**config.mk**
```make
export PLATFORM = sky130hd
export DESIGN_NAME = shift_result_collector
export DESIGN_NICKNAME = d
export VERILOG_FILES = /design/src/rtl/shift_result_collector.sv
export SDC_FILE = /design/constraint.sdc
export NUM_CORES = 1
export LEC_CHECK = 0
export CAP_MARGIN = 30
export CORE_MARGIN = 8
export CORE_UTILIZATION = 68
export CTS_CLUSTER_SIZE = 30
export DETAILED_ROUTE_END_ITERATION = 16
export DONT_BUFFER_PORTS = 1
export PLACE_DENSITY_LB_ADDON = 0.25
export SLEW_MARGIN = 20
export SYNTH_ARGS = -nofsm -noshare
export SYNTH_HDL_FRONTEND = slang
export SYNTH_SLANG_ARGS = --single-unit
```
**constraint.sdc**
```tcl
create_clock -name clk -period 11.8 [get_ports clk]
set_input_delay 3.54 -clock clk [delete_from_list [all_inputs] [get_ports clk]]
set_output_delay 3.54 -clock clk [all_outputs]
set_load 0.005 [all_outputs]
```
**src/rtl/shift_result_collector.sv**
```systemverilog
// shift_result_collector
// Tracks shift operations through the fixed-latency barrel shifter, captures
// the shifter output on the cycle it is valid, and buffers {data, tag} pairs
// in a small first-word-fall-through FIFO drained by a ready/valid consumer.
// Issue is credit-limited (inflight + count < DEPTH), so the FIFO cannot overflow.
module shift_result_collector #(
  parameter int WIDTH   = 32,
  parameter int LATENCY = 6,
  parameter int DEPTH   = 8,
  parameter int TAG_W   = 4
) (
  input  logic                         clk,
  input  logic                         rst,
  input  logic                         issue_valid,
  output logic                         issue_ready,
  input  logic [TAG_W-1:0]             issue_tag,
  input  logic [WIDTH-1:0]             shifter_out,
  output logic                         res_valid,
  input  logic                         res_ready,
  output logic [WIDTH-1:0]             res_data,
  output logic [TAG_W-1:0]             res_tag,
  output logic [$clog2(DEPTH+1)-1:0]   count,
  output logic [$clog2(DEPTH+1)-1:0]   inflight
);

  localparam int CW = $clog2(DEPTH + 1);
  localparam int PW = (DEPTH > 1) ? $clog2(DEPTH) : 1;
  // One extra bit so inflight + count can never wrap before the compare.
  localparam logic [CW:0] DEPTH_LIM = (CW + 1)'(DEPTH);
  localparam logic [CW-1:0] DEPTH_FULL = CW'(DEPTH);

  logic fire;
  logic pop;
  logic cap;
  logic [TAG_W-1:0] cap_tag;

  // Delay line mirroring the shifter pipeline: one {valid, tag} per stage.
  logic             dl_valid_reg [LATENCY];
  logic [TAG_W-1:0] dl_tag_reg   [LATENCY];

  // FIFO storage and bookkeeping.
  logic [WIDTH-1:0] mem_data [DEPTH];
  logic [TAG_W-1:0] mem_tag  [DEPTH];
  logic [PW-1:0]    wr_ptr_reg, wr_ptr_next;
  logic [PW-1:0]    rd_ptr_reg, rd_ptr_next;
  logic [CW-1:0]    count_reg, count_next;
  logic [CW-1:0]    inflight_reg, inflight_next;

  // Credit check uses registered counters only, so it ignores a same-cycle pop.
  always_comb begin
    issue_ready = !rst && (({1'b0, inflight_reg} + {1'b0, count_reg}) < DEPTH_LIM);
  end

  assign fire     = issue_valid & issue_ready;
  assign cap      = dl_valid_reg[LATENCY-1];
  assign cap_tag  = dl_tag_reg[LATENCY-1];
  assign res_valid = (count_reg != '0);
  assign pop      = res_valid & res_ready;

  // Fall-through head: read storage directly at the read pointer.
  assign res_data = mem_data[rd_ptr_reg];
  assign res_tag  = mem_tag[rd_ptr_reg];
  assign count    = count_reg;
  assign inflight = inflight_reg;

  genvar gi;
  generate
    for (gi = 0; gi < LATENCY; gi++) begin : g_stage
      if (gi == 0) begin : g_first
        // First stage samples the accepted request alongside the shifter input.
        always_ff @(posedge clk) begin
          if (rst) begin
            dl_valid_reg[0] <= 1'b0;
            dl_tag_reg[0]   <= '0;
          end else begin
            dl_valid_reg[0] <= fire;
            dl_tag_reg[0]   <= issue_tag;
          end
        end
      end else begin : g_rest
        // Later stages shift unconditionally; the shifter never stalls.
        always_ff @(posedge clk) begin
          if (rst) begin
            dl_valid_reg[gi] <= 1'b0;
            dl_tag_reg[gi]   <= '0;
          end else begin
            dl_valid_reg[gi] <= dl_valid_reg[gi-1];
            dl_tag_reg[gi]   <= dl_tag_reg[gi-1];
          end
        end
      end
    end
  endgenerate

  // Write the captured result into storage; contents need no reset.
  always_ff @(posedge clk) begin
    if (!rst && cap) begin
      mem_data[wr_ptr_reg] <= shifter_out;
      mem_tag[wr_ptr_reg]  <= cap_tag;
    end
  end

  // Next-state for pointers and occupancy counters.
  always_comb begin
    wr_ptr_next   = wr_ptr_reg + PW'(cap);
    rd_ptr_next   = rd_ptr_reg + PW'(pop);
    inflight_next = inflight_reg + CW'(fire) - CW'(cap);
    count_next    = count_reg + CW'(cap) - CW'(pop);
  end

  // Pointer and counter registers; reset flushes everything.
  always_ff @(posedge clk) begin
    if (rst) begin
      wr_ptr_reg   <= '0;
      rd_ptr_reg   <= '0;
      count_reg    <= '0;
      inflight_reg <= '0;
    end else begin
      wr_ptr_reg   <= wr_ptr_next;
      rd_ptr_reg   <= rd_ptr_next;
      count_reg    <= count_next;
      inflight_reg <= inflight_next;
    end
  end

  // A capture into a full FIFO means the credit logic was bypassed.
  always_ff @(posedge clk) begin
    if (!rst && cap) begin
      assert (count_reg != DEPTH_FULL)
        else $error("shift_result_collector: capture while FIFO full");
    end
  end

endmodule

```
==> run summary, run 1 <==
clock skew: 0.0131 ns
Yosys reg bits: 332
setup tns final: 0 ns
Max FO, Critical Path: 50
Worst Reg-to-Reg Cells: 10
Setup Fix Bufs, Post-CTS: 0
Critical Path RT: 8.26 ns
TritonCTS clock tree: built
count of final hold-check violations: 0
initial DRC count: 334
Die ar.: 23,400 µm²
Layout area overhead: 10.5%
synth top area cells: edfxtp_1 68%, mux4_1 15%, dfxtp_1 6.9%
Buffers on Ports: 0
critical path depth: 2
GRT overflow: 0
slowest stage cell, crit path: or4_1
Final ANT Viol Nets: 0
dpl cells: 795
cell taking the most area after synthesis: edfxtp_1
Slew Limit Fails: 0
vias in the first global route: 5,874
Fmax achieved: 129 MHz
Primary FF master, synth: edfxtp_1
row cnt: 50
Seq/Total Area, Yosys: 74.9%
RD Place Congestion: 0.679
Final #Nets: 652
share of layout cells above drive strength 1: 17.8%
via/cell ratio: 6.37
n_diodes: 0
Async SR Flop Fraction: 0%
Die Span Y: 153 µm
highest ir drop seen on vdd: 0.000143 V
Worst-Margin Slew: 0.700 ns
buffer and inverter count on the worst path: 0
Wirelength per Cell: 26.7 µm
syn_nets: 631
CP Capture Type: output pin
Fillers: 943
Startpoint Class: input port
post-route minimum period: 7.73 ns
cts hold-fix bufs: 0
synth warn: 0
slowest stage delay, CP: 0.39 ns
First-pass DRT Iterations: 6
Syn Inst Count: 573
status: finished clean
Hold Path Depth: 1
LEAKAGE: 0.00460 µW
Setup violations, final: 0
Hold WC Path Type: reg -> reg
synthesized area: 12,700 µm²
All-Layer GR Usage: 19.3%
global-route wire length before repair: 34,300 µm
Core Util, Final: 76.0%
synth cell count leaders: 288 x edfxtp_1, 72 x mux4_1, 44 x dfxtp_1
Pwr Density: 191 nW/µm²
FF/Latch Area: 9540 µm²
antenna violations before repair: 0
CTS Sinks: 332
clock slew at reported path FFs: 0.06 ns
Yosys cell types: 27
syn avg cell area: 22.2 µm²
critical-path cell list: or4_1 > a21oi_1
TritonCTS Buffers: 31
Post-synth EDFFs: 288
post_cts resized: 0
H-tree depth: 1
DRC errors left: 0
via count: 5,426
fin cells: 852
top-level I/O count: 86
period utilisation layout: 65.5%
Clock Path Buffers: 3
Initial Utilization: 68.7%
CP arrival: 4.19 ns
Setup Crit Path Kind: in -> out
count leader, synth: edfxtp_1
RSZ-0062 raised after global routing: false
die width: 153 µm
dpl hpwl: 12,300 µm
max reg flops: 256
core box area: 18,500 µm²
largest net degree at the start of global routing: 53
Clk Latency, worst-skew pair: 0.53 ns
final WL: 22,800 µm
Largest delay share family, worst path: simple AND/OR/NAND/NOR gates
max cap viols: 0
post-synth top area share: 67.9%
Root Driver: clkbuf_16
multi-input logic area: 3060 µm²
max_slew headroom: 53.3%
## cells in the final DEF (no fill, tap or decap), drive strengths merged, types with 2 or more instances in the layout
master	netlist	final
xnor2	4	4
edfxtp	288	288
clkbuf	8	40
a21oi	5	5
nor2b	36	36
and2	2	2
inv	11	11
fa	2	2
ha	16	16
dfxtp	44	44
nand3	3	3
a31o	2	2
nor2	14	14
clkinv	0	10
nor4	2	2
clkinvlp	0	3
bufinv	0	4
nand2	4	4
nand2b	2	2
mux2	36	36
buf	17	13
mux4	72	72
## metrics by stage
step           area [µm²]  power, µW  worst slack [ns]  hold WS, ns
6_report            14100       2690              4.07        0.436
5_1_grt             14100       2780              4.03        0.450
4_1_cts             14100       2710              4.07        0.437
3_5_place_dp        13000       1720              4.08        0.422
3_3_place_gp        13000       1710              4.06        0.419
2_1_floorplan       12700       1670              3.81        0.414
## cells by family (layout without fill, tap and decap cells)
group | after synthesis | count (layout) | synth area share, %
fa+ha+maj | 18 | 18 | 1.89
compound gates | 8 | 8 | 0.393
mux | 108 | 108 | 18.0
xor+xnor | 5 | 5 | 0.344
buf+inv | 36 | 81 | 1.56
flops | 332 | 332 | 74.9
simple gates | 66 | 66 | 2.90
## layer usage
layer,track usage (%),wire length (µm),vias up
li1,-,-,2417
met1,23.4,9080,2818
met2,34.7,11900,156
met3,4.40,1400,35
met4,4.76,335,0
met5,0,0,-
## path summary, 6_finish.rpt
path | from | end | slack [ns]
max | rst | issue_ready | 4.07
min | dl_tag_reg[2][3] | dl_tag_reg[2][7] | 0.44
max reg2reg | inflight[3] | inflight[2] | 9.05
min reg2reg | dl_tag_reg[2][3] | dl_tag_reg[2][7] | 0.44
## where the power goes
part           switching [µW]  internal [µW]  total [µW]
logic                     146            209         355
clock network             401            595         996
registers                48.7           1290        1340
total                     596           2090        2690
## area by class of cell
class / count / area share [%]
Clock buffer: 40 / 6.05
Clock inverter: 17 / 1.36
Inverter: 11 / 0.294
Multi-Input combinational cell: 205 / 21.7
Sequential cell: 332 / 67.8
Tap cell: 234 / 2.08
Timing Repair Buffer: 13 / 0.694
Note: power is estimated with default switching activity, not from simulation.
==> inputs of run 2 (changes only) <==
CORE_UTILIZATION = 63   (was 68)
clock period = 7.3 ns   (was 11.8 ns; I/O delays follow)
==> run summary, run 2 (same netlist as run 1, synthesis figures left out) <==
status: finished clean (unchanged)
CTS Sinks: 332 (unchanged)
top-level I/O count: 86 (unchanged)
Pwr Density: 307 nW/µm² (was 191 nW/µm²)
core box area: 20,000 µm² (was 18,500 µm²)
RD Place Congestion: 0.706 (was 0.679)
DP Area: 13,100 µm² (was 13,000 µm²)
Fmax achieved: 198 MHz
cts hold-fix bufs: 0 (unchanged)
max_slew headroom: 39.1% (was 53.3%)
n_diodes: 0 (unchanged)
CP arrival: 2.86 ns (was 4.19 ns)
TritonCTS clock tree: built (unchanged)
crit path launch: rd_ptr_reg[0] (was rst)
Worst Setup EP: res_tag[1] (was issue_ready)
R2R setup slack: 4.54 ns (was 9.05 ns)
global-route wire length before repair: 32,400 µm (was 34,300 µm)
Setup violations, final: 0 (unchanged)
Critical Path RT: 5.11 ns (was 8.26 ns)
count of final hold-check violations: 0 (unchanged)
TritonCTS Buffers: 31 (unchanged)
row cnt: 52 (was 50)
CP Capture Type: output pin (unchanged)
final WL: 21,100 µm (was 22,800 µm)
pre-CTS setup slack: 2.26 ns (was 4.08 ns)
clock skew: 0.0102 ns (was 0.0131 ns)
H-tree depth: 1 (unchanged)
Setup Fix Bufs, Post-CTS: 0 (unchanged)
critical path depth: 3 (was 2)
post-route minimum period: 5.05 ns
All-Layer GR Usage: 17.4% (was 19.3%)
Root Driver: clkbuf_16 (unchanged)
Clock Path Buffers: 3 (unchanged)
First-pass DRT Iterations: 4 (was 6)
die width: 158 µm (was 153 µm)
most frequent cells in the layout: 288 x edfxtp_1, 72 x mux4_1, 41 x dfxtp_1, 36 x mux2_2, 36 x nor2b_1 (unchanged)
critical-path cell list: buf_4 > mux4_1 > mux2_2 (was or4_1 > a21oi_1)
slowest stage delay, CP: 0.76 ns (was 0.39 ns)
largest net degree at the start of global routing: 57 (was 53)
RSZ-0062 raised after global routing: false (unchanged)
post_cts resized: 0 (unchanged)
via/cell ratio: 6.02 (was 6.37)
slowest stage cell, crit path: buf_4 (was or4_1)
GRT overflow: 0 (unchanged)
max cap viols: 0 (unchanged)
Slew Limit Fails: 0 (unchanged)
Hold WC Path Type: reg -> reg (unchanged)
dpl cells: 831 (was 795)
buffer and inverter count on the worst path: 1 (was 0)
period utilisation layout: 69.1%
Tot Pwr: 4350 µW (was 2690 µW)
Setup Crit Path Kind: reg -> out (was in -> out)
setup tns final: 0 ns (unchanged)
share of layout cells above drive strength 1: 19.1% (was 17.8%)
Clk Latency, worst-skew pair: 0.54 ns (was 0.53 ns)
max reg flops: 256 (unchanged)
Layout area overhead: 11.1% (was 10.5%)
Worst-Margin Slew: 0.913 ns (was 0.700 ns)
Wirelength per Cell: 23.8 µm (was 26.7 µm)
LEAKAGE: 0.00463 µW (was 0.00460 µW)
worst setup margin: 2.25 ns (was 4.07 ns)
Startpoint Class: flop (was input port)
clock slew at reported path FFs: 0.06 ns (about the same)
Largest delay share family, worst path: multiplexers (was simple AND/OR/NAND/NOR gates)
design area: 14,100 µm² (about the same)
antenna violations before repair: 0 (unchanged)
initial DRC count: 268 (was 334)
worst r2r src: inflight[3] (unchanged)
highest ir drop seen on vdd: 0.000224 V (was 0.000143 V)
DRC errors left: 0 (unchanged)
via count: 5,354 (was 5,426)
Worst Reg-to-Reg Cells: 10 (unchanged)
fin cells: 889 (was 852)
Final #Nets: 652 (unchanged)
Final ANT Viol Nets: 0 (unchanged)
Die Span Y: 158 µm (was 153 µm)
commonest non-fill, non-tap cell in the layout: edfxtp_1 (unchanged)
Die ar.: 25,000 µm² (was 23,400 µm²)
Worst R2R End: inflight[2] (unchanged)
Initial Utilization: 63.5% (was 68.7%)
vias in the first global route: 5,697 (was 5,874)
Buffers on Ports: 0 (unchanged)
dpl hpwl: 11,800 µm (was 12,300 µm)
Max FO, Critical Path: 56 (was 50)
[run 2: changes by cell type in the layout (fill, tap and decap cells not counted), sizes merged]
cell / change
clkinv: +4
bufinv: -1
inv: +1
clkbuf: -3
[run 2: worst min path at each step]
stage | startpoint | endpoint | cells after the start
2_1_floorplan | dl_tag_reg[0][0] | dl_tag_reg[0][4] | 1
3_3_place_gp | dl_tag_reg[2][2] | dl_tag_reg[2][6] | 1
3_5_place_dp | dl_tag_reg[0][5] | dl_tag_reg[1][1] | 1
4_1_cts | dl_tag_reg[1][5] | dl_tag_reg[2][1] | 1
5_1_grt | dl_tag_reg[1][4] | dl_tag_reg[2][0] | 1
6_report | dl_tag_reg[1][5] | dl_tag_reg[2][1] | 1
[run 2: through the flow]
stage	utilization (%)	hold WS, ns
2_1_floorplan	-	0.414
3_3_place_gp	65.2	0.417
3_5_place_dp	65.2	0.425
4_1_cts	70.6	0.438
5_1_grt	70.6	0.450
6_report	70.6	0.434
[run 2: metal layers]
layer | global-route usage, % | part of all wire [%] | vias to the layer above
met3 | 4.45 | 7.5 | 25
met1 | 21.5 | 40 | 2776
met2 | 30.5 | 51 | 137
met5 | 0 | 0 | -
li1 | - | - | 2416
met4 | 3.59 | 1.3 | 0
[run 2: power breakdown]
group	switching [µW]	leakage [µW]	internal, µW
Combinational	250	0.00115	337
Sequential	58.2	0.00295	2090
Clock	650	0.000531	967
[run 2: layout make-up]
cell class | count | area, µm²
clock buffers | 37 | 881
clock inverters | 21 | 195
fillers | 1224 | 5900
inverters | 11 | 41.3
multi-input cells | 205 | 3060
flip-flops and latches | 332 | 9540
well taps | 270 | 338
repair buffers | 13 | 95.1
==> inputs of run 3 (changes only) <==
clock period = 4.7 ns   (was 7.3 ns; I/O delays follow)
==> run summary, run 3 (same netlist as run 1, synthesis figures left out) <==
Setup Crit Path Kind: reg -> out (unchanged)
critical-path cell list: buf_4 > mux4_1 > mux2_2 (unchanged)
Layout area overhead: 11.6% (was 11.1%)
Pwr Density: 482 nW/µm² (was 307 nW/µm²)
Hold Startpoint: dl_tag_reg[0][4] (was dl_tag_reg[1][5])
H-tree depth: 2 (was 1)
Root Driver: clkbuf_16 (unchanged)
clock skew: 0.0168 ns (was 0.0102 ns)
Clock Path Buffers: 3 (unchanged)
largest net degree at the start of global routing: 51 (was 57)
Final #Nets: 660 (was 652)
period utilisation layout: 85.5%
slowest stage cell, crit path: dfxtp_4 (was buf_4)
core box area: 20,000 µm² (unchanged)
post_cts resized: 0 (unchanged)
cts hold-fix bufs: 0 (unchanged)
via/cell ratio: 6.16 (was 6.02)
max reg flops: 256 (unchanged)
global-route wire length before repair: 35,100 µm (was 32,400 µm)
Max FO, Critical Path: 35 (was 56)
WHS: 0.429 ns (was 0.434 ns)
status: finished clean (unchanged)
Worst R2R End: inflight[2] (unchanged)
WHS Endpoint: dl_tag_reg[1][0] (was dl_tag_reg[2][1])
Core Util, Final: 70.9% (was 70.6%)
RD Place Congestion: 0.704 (was 0.706)
Critical Path RT: 3.29 ns (was 5.11 ns)
highest ir drop seen on vdd: 0.000361 V (was 0.000224 V)
Worst-Margin Slew: 0.821 ns (was 0.913 ns)
row cnt: 52 (unchanged)
slowest stage delay, CP: 0.72 ns (was 0.76 ns)
Die ar.: 25,000 µm² (unchanged)
CP Capture Type: output pin (unchanged)
clock slew at reported path FFs: 0.06 ns (about the same)
Startpoint Class: flop (unchanged)
First-pass DRT Iterations: 4 (unchanged)
Fmax achieved: 249 MHz
Worst Reg-to-Reg Cells: 10 (unchanged)
TritonCTS Buffers: 34 (was 31)
RSZ-0062 raised after global routing: false (unchanged)
LEAKAGE: 0.00466 µW (was 0.00463 µW)
Die Span Y: 158 µm (unchanged)
post-route minimum period: 4.02 ns
worst r2r src: inflight[3] (unchanged)
CTS Sinks: 332 (unchanged)
initial DRC count: 419 (was 268)
Hold WC Path Type: reg -> reg (unchanged)
Clk Latency, worst-skew pair: 0.50 ns (was 0.54 ns)
TritonCTS clock tree: built (unchanged)
Setup Fix Bufs, Post-CTS: 0 (unchanged)
via count: 5,527 (was 5,354)
top-level I/O count: 86 (unchanged)
highest routing layer actually used: met4 (unchanged)
die width: 158 µm (unchanged)
commonest non-fill, non-tap cell in the layout: edfxtp_1 (unchanged)
max_slew headroom: 45.3% (was 39.1%)
All-Layer GR Usage: 19.2% (was 17.4%)
Final ANT Viol Nets: 0 (unchanged)
met2 routed WL: 12,100 µm (was 10,800 µm)
max cap viols: 0 (unchanged)
R2R setup slack: 1.90 ns (was 4.54 ns)
share of layout cells above drive strength 1: 19.0% (was 19.1%)
Buffers on Ports: 0 (unchanged)
WL met3: 1420 µm (was 1580 µm)
Initial Utilization: 63.5% (unchanged)
WL met1: 9340 µm (was 8470 µm)
Setup violations, final: 0 (unchanged)
count of final hold-check violations: 0 (unchanged)
DRC errors left: 0 (unchanged)
n_diodes: 0 (unchanged)
Hold Path Depth: 1 (unchanged)
dpl hpwl: 12,600 µm (was 11,800 µm)
Wirelength per Cell: 25.9 µm (was 23.8 µm)
vias in the first global route: 5,966 (was 5,697)
CP arrival: 2.61 ns (was 2.86 ns)
final WL: 23,300 µm (was 21,100 µm)
GRT overflow: 0 (unchanged)
most frequent cells in the layout: 288 x edfxtp_1, 72 x mux4_1, 41 x dfxtp_1 (was 288 x edfxtp_1, 72 x mux4_1, 41 x dfxtp_1, 36 x mux2_2, 36 x nor2b_1)
antenna violations before repair: 0 (unchanged)
Slew Limit Fails: 0 (unchanged)
run 3: critical path: cells and delay by family (launching register included):
family | cells | cell delay [ns]
flops | 1 | 0.72
mux | 2 | 0.94
buf+inv | 1 | 0.43
run 3: layout make-up:
type                            instances  area, µm²
Multi-Input combinational cell        205       3060
Inverter                               11       41.3
Tap cell                              270        338
Clock buffer                           40        916
Timing Repair Buffer                   18        148
Fill cell                            1221       5840
Sequential cell                       332       9540
Clock inverter                         21        166
run 3: worst max-delay path by stage:
| stage | startpoint | to | slack [ns] | depth (start not counted) |
|---|---|---|---|---|
| 4_1_cts | rd_ptr_reg[0] | res_data[4] | 0.65 | 3 |
| 6_report | rd_ptr_reg[0] | res_data[4] | 0.68 | 3 |
| 3_5_place_dp | rd_ptr_reg[0] | res_data[4] | 1.18 | 3 |
| 5_1_grt | rd_ptr_reg[0] | res_data[30] | 0.60 | 3 |
| 3_3_place_gp | rd_ptr_reg[0] | res_data[30] | 1.21 | 3 |
| 2_1_floorplan | rst | mem_data[0][0] | -1.16 | 3 |
run 3: metrics by stage:
stage               total power, µW  TNS (ns)  instance area, µm²  instances  setup WS, ns
floorplan                      4190    -83.67               12700        573         -1.16
global placement               4310         0               13100        836          1.21
detailed placement             4350         0               13100        836          1.18
CTS                            6910         0               14200        897         0.652
global route                   7090         0               14200        897         0.599
finish                         6850         0               14200        897         0.681
run 3: layer usage:
metal  GRT usage [%]  up-vias
met4            5.79        0
li1                -     2439
met5               0        -
met3            5.05       34
met1            23.1     2903
met2            33.4      151
run 3: power by group:
part	internal [µW]	switching (µW)	leakage [µW]
Clock	1510	1070	0.000533
Sequential	3240	133	0.00295
Combinational	539	360	0.00118
Total	5290	1560	0.00466
